**src/rtl/riscv_32_decode_stage.sv**
```systemverilog
// Purpose : RV32 decode stage; splits raw fields, builds the format immediate, flags unsupported encodings.
// Latency : 1 cycle from input accept to out_valid when the output register is empty.
// Backpressure: valid/ready; SKID=1 adds a second entry so in_ready is a flop, SKID=0 makes in_ready combinational.
//
// Ports:
//   clk, rst                 clock, asynchronous active-high reset
//   flush                    synchronous clear of every buffered entry (beats all transfers)
//   in_valid/in_ready/in_instr    instruction input handshake
//   out_valid/out_ready/out_instr decoded entry handshake plus its raw instruction
//   opcode, funct3, funct7, rs1, rs2, rd   raw fields sliced from out_instr
//   imm, fmt, illegal        decoded immediate, format code (R0 I1 S2 B3 U4 J5 ILL7), illegal flag
//   instr_count, illegal_count    saturating counts of output transfers / illegal output transfers
module riscv_32_decode_stage #(
  parameter int CNT_W       = 16,
  parameter int SKID        = 1,
  parameter int SUPPORT_CSR = 1
) (
  input  logic             clk,
  input  logic             rst,
  input  logic             flush,
  input  logic             in_valid,
  output logic             in_ready,
  input  logic [31:0]      in_instr,
  output logic             out_valid,
  input  logic             out_ready,
  output logic [31:0]      out_instr,
  output logic [6:0]       opcode,
  output logic [2:0]       funct3,
  output logic [6:0]       funct7,
  output logic [4:0]       rs1,
  output logic [4:0]       rs2,
  output logic [4:0]       rd,
  output logic [31:0]      imm,
  output logic [2:0]       fmt,
  output logic             illegal,
  output logic [CNT_W-1:0] instr_count,
  output logic [CNT_W-1:0] illegal_count
);

  localparam logic [2:0] FMT_R   = 3'd0;
  localparam logic [2:0] FMT_I   = 3'd1;
  localparam logic [2:0] FMT_S   = 3'd2;
  localparam logic [2:0] FMT_B   = 3'd3;
  localparam logic [2:0] FMT_U   = 3'd4;
  localparam logic [2:0] FMT_J   = 3'd5;
  localparam logic [2:0] FMT_ILL = 3'd7;

  localparam logic [CNT_W-1:0] CNT_MAX = '1;

  // One buffered entry: everything the output needs, decoded at capture so
  // the output side is nothing but flops.
  typedef struct packed {
    logic [31:0] instr;
    logic [31:0] imm;
    logic [2:0]  fmt;
    logic        illegal;
  } dec_t;

  function automatic dec_t decode(input logic [31:0] i);
    dec_t d;
    d.instr   = i;
    d.imm     = '0;
    d.fmt     = FMT_ILL;
    d.illegal = 1'b0;
    case (i[6:0])
      7'b0110011: begin
        // Only the base (0000000) and SUB/SRA (0100000) funct7 values are legal.
        if (i[31:25] == 7'b0000000 || i[31:25] == 7'b0100000) d.fmt = FMT_R;
      end
      7'b0010011, 7'b0000011, 7'b1100111: d.fmt = FMT_I;
      7'b0100011: d.fmt = FMT_S;
      7'b1100011: d.fmt = FMT_B;
      7'b0110111, 7'b0010111: d.fmt = FMT_U;
      7'b1101111: d.fmt = FMT_J;
      7'b1110011: d.fmt = (SUPPORT_CSR != 0) ? FMT_I : FMT_ILL;
      default:    d.fmt = FMT_ILL;
    endcase
    case (d.fmt)
      FMT_I:   d.imm = {{20{i[31]}}, i[31:20]};
      FMT_S:   d.imm = {{20{i[31]}}, i[31:25], i[11:7]};
      FMT_B:   d.imm = {{19{i[31]}}, i[31], i[7], i[30:25], i[11:8], 1'b0};
      FMT_U:   d.imm = {i[31:12], 12'b0};
      FMT_J:   d.imm = {{11{i[31]}}, i[31], i[19:12], i[20], i[30:21], 1'b0};
      default: d.imm = '0;  // R and ILL carry no immediate
    endcase
    d.illegal = (d.fmt == FMT_ILL);
    return d;
  endfunction

  dec_t in_dec;
  dec_t out_q;
  dec_t skid_q;
  logic out_vld_q;
  logic skid_vld_q;
  logic in_xfer;
  logic out_xfer;
  logic out_free;

  assign in_dec = decode(in_instr);

  generate
    if (SKID != 0) begin : g_skid_rdy
      // skid_vld_q is a flop, so in_ready has no combinational path from out_ready.
      assign in_ready = !skid_vld_q;
    end else begin : g_reg_rdy
      assign in_ready = !out_vld_q || out_ready;
    end
  endgenerate

  assign in_xfer  = in_valid && in_ready;
  assign out_xfer = out_vld_q && out_ready;
  // The output register can be (re)loaded this cycle.
  assign out_free = !out_vld_q || out_ready;

  always_ff @(posedge clk or posedge rst) begin
    if (rst) begin
      out_q      <= '0;
      skid_q     <= '0;
      out_vld_q  <= 1'b0;
      skid_vld_q <= 1'b0;
    end else if (flush) begin
      // Payload is left as-is; only the valid bits matter once cleared.
      out_vld_q  <= 1'b0;
      skid_vld_q <= 1'b0;
    end else if (out_free) begin
      if (skid_vld_q) begin
        // Older skid entry goes first. in_ready was low, so nothing new arrives.
        out_q      <= skid_q;
        out_vld_q  <= 1'b1;
        skid_vld_q <= 1'b0;
      end else if (in_xfer) begin
        // Covers both empty output and simultaneous drain+accept (no bubble).
        out_q     <= in_dec;
        out_vld_q <= 1'b1;
      end else begin
        out_vld_q <= 1'b0;
      end
    end else if ((SKID != 0) && in_xfer) begin
      // Output stalled: park the new instruction behind it.
      skid_q     <= in_dec;
      skid_vld_q <= 1'b1;
    end
  end

  always_ff @(posedge clk or posedge rst) begin
    if (rst) begin
      instr_count   <= '0;
      illegal_count <= '0;
    end else if (out_xfer && !flush) begin
      if (instr_count != CNT_MAX) instr_count <= instr_count + CNT_W'(1);
      if (out_q.illegal && illegal_count != CNT_MAX) illegal_count <= illegal_count + CNT_W'(1);
    end
  end

  assign out_valid = out_vld_q;
  assign out_instr = out_q.instr;
  assign opcode    = out_q.instr[6:0];
  assign rd        = out_q.instr[11:7];
  assign funct3    = out_q.instr[14:12];
  assign rs1       = out_q.instr[19:15];
  assign rs2       = out_q.instr[24:20];
  assign funct7    = out_q.instr[31:25];
  assign imm       = out_q.imm;
  assign fmt       = out_q.fmt;
  assign illegal   = out_q.illegal;

endmodule

```
**config.mk**
```make
export PLATFORM = sky130hd
export DESIGN_NAME = riscv_32_decode_stage
export DESIGN_NICKNAME = d
export VERILOG_FILES = /design/src/rtl/riscv_32_decode_stage.sv
export SDC_FILE = /design/constraint.sdc
export NUM_CORES = 1
export LEC_CHECK = 0
export BUFFER_PORTS_ARGS = -buffer_cell sky130_fd_sc_hd__clkbuf_2
export CORE_MARGIN = 5
export CORE_UTILIZATION = 40
export DETAILED_ROUTE_END_ITERATION = 10
export GPL_TIMING_DRIVEN = 0
export HOLD_SLACK_MARGIN = 0.06
export MAX_ROUTING_LAYER = met4
export SYNTH_ARGS = -nofsm -noshare
export SYNTH_HDL_FRONTEND = slang
export SYNTH_SLANG_ARGS = --single-unit
export TNS_END_PERCENT = 1
```
**constraint.sdc**
```tcl
create_clock -name clk -period 5.2 [get_ports clk]
set_clock_uncertainty 0.05 [all_clocks]
set_input_delay 0.52 -clock clk [delete_from_list [all_inputs] [get_ports clk]]
set_output_delay 0.52 -clock clk [all_outputs]
set_load 0.01 [all_outputs]
```
==> reports/results.ini <==
[global_route]
grt_max_degree = 96
antenna_found_initial = 0
grt_first_pass_wirelength_um = 34400
grt-ovfl-total = 0
grt_usage_pct = 20.0
grt_pass1_vias = 6235

[routing]
vias_per_cell = 5.06
wl_per_cell_um = 17.0
vias = 6499
drt-pass1-iter-count = 5
antenna_left = 0
drcViolationCount = 0
wl_um = 21800
first_iter_violations = 460

[floorplanning]
initial_core_util_pct = 40.7
num_io_pins = 171
die_h_um = 151
fp-row-count = 51
die_w_um = 151
dieArea_um2 = 22700
core_region_area_um2 = 19500

[final_layout]
n_fill_cell = 1871
area.growth.synth_to_final_pct = 21.9
final_nets = 1047
multi_input_area_um2 = 3190
regArea_um2 = 4250
antenna-diode-count = 0
drive_gt1_share_pct = 25.5

[clocking]
ctsHoldBuffers = 0
clk_latency_ns = 0.43
root_buffer = clkbuf_16
h-tree-depth = 4
clockBufferDepth = 2
path_clk_slew_ns = 0.06
postCtsResizedCells = 0
clkSinkCount = 170
cts_tree = done
cts_setup_buffers = 0
numCtsBuffers = 17

[setup_path]
cp_cell_sequence = inv_1 -> clkbuf_1 -> clkbuf_1 -> clkbuf_2
critPathTopFamily = buffers and inverters
crit_start = skid_vld_q
cp-end-kind = output pin
crit_path_start_kind = register
cpMaxStageDelayCell = dfrtp_1
crit_required_ns = 4.63
max_stage_delay_ns = 0.43
crit_type = reg2out
cp_common_cell = clkbuf_1
cp_num_buf_inv = 4
arrival_ns = 2.01
crit_fanout = 10
reg2reg_from = skid_vld_q

[yosys]
synth_edf_count = 0
ys_seq_area_share_pct = 53.7
ys_types = 55
synth_mux_area_share_pct = 4.32
synth-compound-area-share_pct = 13.9
yosysWarnings = 0
syn_area_um2 = 7930
synth_nets = 858
synthFlopType = dfrtp_1
synthSimpleGateAreaFrac_pct = 18.3
synth_top_family_by_area = simple AND/OR/NAND/NOR gates
async_flop_share_pct = 100
post_synth.cell_area_avg_um2 = 9.68
synth_xor_area_share_pct = 3.42
synthCells = 819
synth-seq-cells = 170
synth_fa_ha_area_share_pct = 0.316

[place]
pre_cts_slack_ns = 2.48
io_buffers = 169
globalplace.congestion = 0.878
hpwl_um = 15800

[run_status]
status = finished, final reports clean

[timing]
tightest_slew_ns = 1.01
rsz0062_at_grt = no
finalSetupTns_ns = 0
finalCritPeriodShare_pct = 49.7
finalHoldViolCount = 0
timing.hold.ws_ns = 0.100
maxSlewHeadroom_pct = 32.4
layout_min_cycle_time_ns = 2.58
drv_slew = 0
fmax_mhz = 387
setup_viol = 0
setup_ws_ns = 2.62

[power_and_ir_drop]
power_density_nw_per_um2 = 353
leakage_nw = 4.64
vdd_drop_max_v = 0.000241

[run]
drv_cap = 0

[hold_path]
hold_class = in2async

power by group:
part | leakage [nW] | switching [mW] | internal [mW]
clock network | 0.247 | 0.512 | 0.641
registers | 2.18 | 0.142 | 1.52
logic | 2.21 | 0.336 | 0.267
flip-flops by register name (all words and copies together) (netlist names):
| name | count |
|---|---|
| instr_count | 16 |
| fmt | 3 |
| skid_vld_q | 1 |
| out_instr | 32 |
| skid_q | 68 |
| out_valid | 1 |
| imm | 32 |
| illegal | 1 |
| illegal_count | 16 |
worst register-to-register path, delay by kind of cell (launching register included):
kind            cells  cell delay, ns
buf+inv             3            1.36
flops               1            0.43
simple gates        2            0.38
compound gates      1            0.18
area by class of cell:
class,instances,area share (%)
buffer,79,4.75
clock buffer,23,4.95
multi-input combinational,563,33.0
sequential,170,44.0
clock inverter,7,0.466
timing repair buffer,170,9.04
tap,265,3.43
inverter,7,0.350
final timing paths:
check | slack, ns | depth (start not counted) | endpoint
worst min register to register | 0.43 | 2 | skid_q[55]
worst min-delay path | 0.10 | 2 | instr_count[6]
worst max-delay path | 2.62 | 4 | in_ready
max in group asynchronous | 4.12 | 3 | imm[24]
min in group clk | 0.29 | 3 | skid_q[47]
worst max register to register | 2.66 | 6 | out_instr[0]
metrics by stage:
stage / std cells / area [um^2] / power, mW / util [%]
after floorplan: 819 / 7930 / 2.02 / -
after global placement: 1253 / 9100 / 2.27 / 46.8
after detailed placement: 1254 / 9140 / 2.29 / 47.0
after CTS: 1284 / 9660 / 3.45 / 49.6
after global routing: 1284 / 9660 / 3.60 / 49.6
final: 1284 / 9660 / 3.41 / 49.6
logic make-up after synthesis:
| kind of cell | after synthesis |
|---|---|
| AND/OR/NAND/NOR | 315 |
| AO/OA/AOI/OAI | 181 |
| flip-flops | 170 |
| buffers and inverters | 86 |
| multiplexers | 34 |
| XOR/XNOR | 31 |
| adder cells (fa/ha/maj) | 2 |
metal layers:
metal,up-vias,wire length [um],track usage [%]
li1,3161,-,-
met1,3128,10600,28.7
met2,193,9720,29.5
met3,17,1250,3.65
met4,0,236,5.39
met5,-,0,-
cell usage after synthesis (all sizes together) (3+ instances only):
cell	n	area share, %
buf	46	4.2
xor2	14	1.5
a211oi	13	1.3
and4	5	0.55
clkbuf	33	1.6
xnor2	17	1.9
and3	14	1.1
a221o	6	0.76
a21oi	40	2.7
nor2	46	2.2
dfrtp	170	54
a22o	6	0.66
nor3	8	0.63
nor2b	3	0.33
nand2b	6	0.47
nand4	10	0.79
o21ai	96	6.1
mux2i	32	4.0
nand3	13	0.82
or3	14	1.1
nand2	180	8.5
a221oi	9	0.99
inv	7	0.33
placed cells by master, fill, tap and decap left out, types with 4 or more instances in the layout:
cell type,count
clkbuf_16,17
a221oi_1,9
mux2i_1,32
clkbuf_1,36
nand2b_1,6
xnor2_1,17
clkinvlp_4,4
nand2_1,180
nand4_1,10
clkbuf_2,169
dfrtp_1,170
o21ai_0,94
buf_2,7
and4_1,5
nand3_1,13
a21oi_1,37
a221o_1,6
xor2_1,14
a211oi_1,12
inv_1,6
nor3_1,6
buf_6,4
buf_4,33
or3_1,14
nor2_1,45
and3_1,14
a22o_1,6
(Power assumes the default switching activity.)
